===== src/rtl/and_eval_arbiter.sv =====
// Round-robin arbiter that time-shares one WIDTH-bit AND evaluation resource
// between NREQ requesters, returning each result over a valid/ready handshake.
module and_eval_arbiter #(
   parameter int NREQ    = 4,
   parameter int WIDTH   = 8,
   parameter int LAT     = 2,
   parameter int COUNT_W = 16
) (
   input  logic                    clk,
   input  logic                    rst,
   input  logic [NREQ-1:0]         req,
   input  logic [NREQ*WIDTH-1:0]   a_in,
   input  logic [NREQ*WIDTH-1:0]   b_in,
   output logic [NREQ-1:0]         gnt,
   output logic [NREQ-1:0]         rsp_valid,
   input  logic [NREQ-1:0]         rsp_ready,
   output logic [WIDTH-1:0]        rsp_data,
   output logic [WIDTH-1:0]        res_a,
   output logic [WIDTH-1:0]        res_b,
   input  logic [WIDTH-1:0]        res_y,
   output logic                    busy,
   output logic [COUNT_W-1:0]      txn_count
);

   localparam int PTR_W = (NREQ > 1) ? $clog2(NREQ) : 1;

   localparam logic [1:0] S_IDLE = 2'd0;
   localparam logic [1:0] S_WAIT = 2'd1;
   localparam logic [1:0] S_RESP = 2'd2;

   if (NREQ < 2 || NREQ > 8 || LAT < 1 || LAT > 15 || WIDTH < 1 || COUNT_W < 1) begin : g_param_check
      $fatal(1, "and_eval_arbiter: parameter out of range (NREQ=%0d LAT=%0d WIDTH=%0d COUNT_W=%0d)",
             NREQ, LAT, WIDTH, COUNT_W);
   end

   logic [1:0]        state;
   logic [PTR_W-1:0]  ptr;
   logic [PTR_W-1:0]  wid;
   logic [3:0]        cnt;

   logic              found;
   logic [PTR_W-1:0]  win_idx;
   logic [NREQ-1:0]   win_onehot;
   logic [NREQ-1:0]   wid_onehot;
   int                idx;

   // Search order is ptr, ptr+1, ..., wrapping through NREQ-1 back to ptr-1.
   // NOTE: every combinational output gets a default before the loop so no latch is inferred.
   always_comb begin
      found   = 1'b0;
      win_idx = '0;
      idx     = 0;
      for (int k = 0; k < NREQ; k++) begin
         idx = int'(ptr) + k;
         if (idx >= NREQ) idx = idx - NREQ;
         if (!found && req[idx]) begin
            found   = 1'b1;
            win_idx = PTR_W'(idx);
         end
      end
   end

   assign win_onehot = {{(NREQ-1){1'b0}}, 1'b1} << win_idx;
   assign wid_onehot = {{(NREQ-1){1'b0}}, 1'b1} << wid;
   assign busy       = (state != S_IDLE);

   // NOTE: all state uses non-blocking assignments so every register sees pre-edge values.
   always_ff @(posedge clk) begin
      if (rst) begin
         state     <= S_IDLE;
         ptr       <= '0;
         wid       <= '0;
         cnt       <= '0;
         gnt       <= '0;
         rsp_valid <= '0;
         rsp_data  <= '0;
         res_a     <= '0;
         res_b     <= '0;
         txn_count <= '0;
      end else begin
         gnt <= '0;
         case (state)
            S_IDLE: begin
               if (found) begin
                  wid   <= win_idx;
                  res_a <= a_in[int'(win_idx)*WIDTH +: WIDTH];
                  res_b <= b_in[int'(win_idx)*WIDTH +: WIDTH];
                  gnt   <= win_onehot;
                  ptr   <= (win_idx == PTR_W'(NREQ-1)) ? '0 : win_idx + PTR_W'(1);
                  cnt   <= 4'(LAT);
                  state <= S_WAIT;
               end
            end
            S_WAIT: begin
               // The resource has settled for LAT cycles once cnt reaches 1.
               if (cnt == 4'd1) begin
                  rsp_data  <= res_y;
                  rsp_valid <= wid_onehot;
                  state     <= S_RESP;
               end else begin
                  cnt <= cnt - 4'd1;
               end
            end
            S_RESP: begin
               if (rsp_ready[wid]) begin
                  rsp_valid <= '0;
                  txn_count <= txn_count + COUNT_W'(1);
                  state     <= S_IDLE;
               end
            end
            default: state <= S_IDLE;
         endcase
      end
   end

endmodule

===== config.mk =====
export PLATFORM = sky130hd
export DESIGN_NAME = and_eval_arbiter
export DESIGN_NICKNAME = d
export VERILOG_FILES = /design/src/rtl/and_eval_arbiter.sv
export SDC_FILE = /design/constraint.sdc
export NUM_CORES = 1
export LEC_CHECK = 0
export ABC_AREA = 0
export CAP_MARGIN = 20
export CORE_ASPECT_RATIO = 0.5
export CORE_MARGIN = 8
export CORE_UTILIZATION = 40
export DETAILED_ROUTE_END_ITERATION = 10
export PLACE_DENSITY = 0.77
export SLEW_MARGIN = 0
export SYNTH_ARGS = -nofsm -noshare
export SYNTH_HDL_FRONTEND = slang
export SYNTH_SLANG_ARGS = --single-unit

===== constraint.sdc =====
create_clock -name clk -period 4.9 [get_ports clk]
set_input_delay 0.98 -clock clk [delete_from_list [all_inputs] [get_ports clk]]
set_output_delay 0.98 -clock clk [all_outputs]
set_load 0.02 [all_outputs]

==> key figures <==
Global routing
  – Global-route wire length before repair: 13600 um
  – Number of global-route vias before repair: 2883
  – Initial antenna violation count: 0
  – Grt ovf: 0
  – Largest net degree at the start of global routing: 36
  – Tot GR Track Use: 16.5%

Finish
  – Diode count: 0
  – Final Net Count: 528
  – Syn-to-layout area delta: 57.7%
  – Register area: 1160 sq um
  – Multi-input gate area: 1560 sq um
  – Share of cells above drive strength 1: 6.92%
  – Fillers: 538
  – Final instance area: 4480 sq um
  – Most common cell after layout, fill and taps aside: clkdlybuf4s50_1
  – Commonest non-fill, non-tap cells in the layout: clkdlybuf4s50_1 (130), dfxtp_1 (58), nor2_1 (35)

Route
  – Detailed Route Iter0 Violations: 117
  – DR WL/cell: 15.8 um
  – Antenna Nets Post-Route: 0
  – Post-route DRC: 0
  – Vias: 2795
  – Via-to-Cell Ratio: 5.18
  – 1st-pass router iterations: 4
  – Final Routed Wirelength: 8540 um

Synth
  – Main synth FF type: dfxtp_1
  – Asr flop ratio synth: 0%
  – Ys Warns: 0
  – Seq/Total Area, Yosys: 40.9%
  – Distinct cells, synth: 45
  – Cell count after synthesis: 318
  – Dominant cell type by area after synthesis: dfxtp_1
  – Top-area cell type share of the netlist area: 40.9%
  – Synthesized Nets: 403
  – Number of synthesized flops with an enable pin: 0
  – Synth area leaders: dfxtp_1 (41%), mux2i_1 (11%), nor2_1 (4.6%), nand2_1 (4.0%), a2bb2oi_1 (3.7%)
  – Mapped Area: 2840 sq um
  – Syn avg cell area: 8.93 sq um
  – Synth Register Bits: 58

Place
  – Placed Area: 4170 sq um
  – Port Buffers: 130
  – DP Worst Slack: 1.62 ns
  – DP HPWL: 6730 um
  – Routability cong.: 0.790

CTS
  – Latest clock arrival within the worst-skew pair: 0.32 ns
  – Post-CTS setup buffers: 0
  – H-Tree Depth: 3
  – Clk sinks: 58
  – Clk pin slew, worst setup/hold paths: 0.05 ns
  – Post-CTS Hold Buffers: 0
  – CTS tree: built
  – Root buf cell: clkbuf_16
  – Post-CTS sizing: 0
  – Num CTS Buffers: 9
  – Clock Tree Buf Depth: 2

Worst setup path
  – Slowest cell on crit path: clkdlybuf4s50_1
  – CP Cell Sequence: clkdlybuf4s50_1, a21boi_1, o221ai_4, buf_4, and2_0, a2111oi_0, nor4_1
  – Worst endpoint data arrival time: 3.12 ns
  – Worst setup path class: primary input to flop
  – CP Launch Type: primary input
  – Buf+Inv Stages, Crit Path: 2
  – Largest stage delay, worst path: 0.56 ns
  – Crit-path max FO: 32
  – Crit. End Element: flop
  – Worst EP required: 5.08 ns
  – Crit-path leading delay family: compound AO/OA/AOI/OAI gates

STA
  – Max Slew Vio Count: 0
  – Sum Neg Setup Slack: 0 ns
  – Final Setup Violations: 0
  – Slew Limit Headroom: 45.7%
  – Period utilisation layout: 60.0%
  – Setup WS post-layout: 1.96 ns
  – Final Critical Period: 2.94 ns
  – RSZ-0062 raised after global routing: no
  – Clock Skew: 0.00500 ns
  – Fin. Hold Viols: 0
  – Worst-Margin Slew: 0.811 ns
  – FMAX: 340 MHz

Floorplanning
  – Die Ht: 75.6 um
  – Core area: 6780 sq um
  – Die area: 10200 sq um
  – Horiz. Die Dim: 135 um
  – Std cell rows: 21
  – I/O pin count: 131
  – Initial Util: 41.9%

Pwr
  – Worst vdd ir: 0.000194 V
  – Pwr dens: 339 nW/um^2
  – Leak Pwr: 1.71 nW

Run
  – Max-cap viol count: 0

Hold path
  – Hold Crit Class: flop to flop

Status
  – Outcome: complete, no violations
per-stage QoR:
stage / hold slack [ns] / std cells / power [mW] / util, %
finish: 0.454 / 540 / 1.52 / 66.1
floorplan: 0.484 / 318 / 0.752 / -
detailed placement: 0.448 / 524 / 0.911 / 61.6
global route: 0.472 / 540 / 1.59 / 66.1
CTS: 0.455 / 540 / 1.54 / 66.1
global placement: 0.440 / 524 / 0.899 / 61.6
cells in the mapped netlist, drive strengths merged, types with 4 or more instances:
cell type  count
a21oi         20
a2bb2oi       12
a31oi          4
and2           6
and3           6
buf            7
clkbuf        11
dfxtp         58
inv            5
mux2i         30
nand2         31
nand2b         4
nand3          9
nor2          35
nor3           7
nor4           5
o21ai         16
or3            7
xnor2          9
xor2           5
state kept, by name, indices dropped and copies added (netlist names), 4 cells and up:
| signal | flops |
|---|---|
| cnt | 4 |
| gnt | 4 |
| res_a | 8 |
| res_b | 8 |
| rsp_data | 8 |
| rsp_valid | 4 |
| txn_count | 16 |
area by class of cell:
class | count | share of cell area (%)
Inverter | 5 | 0.419
Sequential cell | 58 | 25.9
Multi-Input combinational cell | 237 | 34.9
Clock inverter | 6 | 1.48
Tap cell | 92 | 2.57
Clock buffer | 10 | 5.34
Timing Repair Buffer | 132 | 29.4
worst min-delay path, cell delays in order, from the launching register on:
cell and delay, ns:
dfxtp_1 0.30, nand2_1 0.05, a21oi_1 0.05
metal layers:
layer  vias up  track usage (%)  part of all wire (%)
li1       1380                -                     -
met3         4             8.82                    11
met2       102             29.3                    50
met5         -                0                     0
met4         0             3.66                  0.36
met1      1309             17.1                    39
final timing paths:
kind	start	to	slack, ns	cells after the start
min reg2reg	rsp_data[2]	rsp_data[2]	0.45	2
min	rsp_data[2]	rsp_data[2]	0.45	2
max	req[1]	res_b[3]	1.96	7
max reg2reg	state[0]	res_a[0]	2.75	5
report_power, final:
group / switching (mW) / internal [mW]
Clock: 0.213 / 0.406
Combinational: 0.172 / 0.189
Sequential: 0.0283 / 0.510
Total: 0.414 / 1.11
kinds of logic (layout without fill, tap and decap cells):
logic type,Yosys count,count (layout),synth area share [%]
AND/OR/NAND/NOR,128,128,22.4
multiplexers,32,32,11.8
AO/OA/AOI/OAI,60,60,15.2
XOR/XNOR,14,14,4.32
buffers and inverters,23,153,4.10
flip-flops,58,58,40.9
adder cells (fa/ha/maj),3,3,1.32
(Power assumes the default switching activity.)
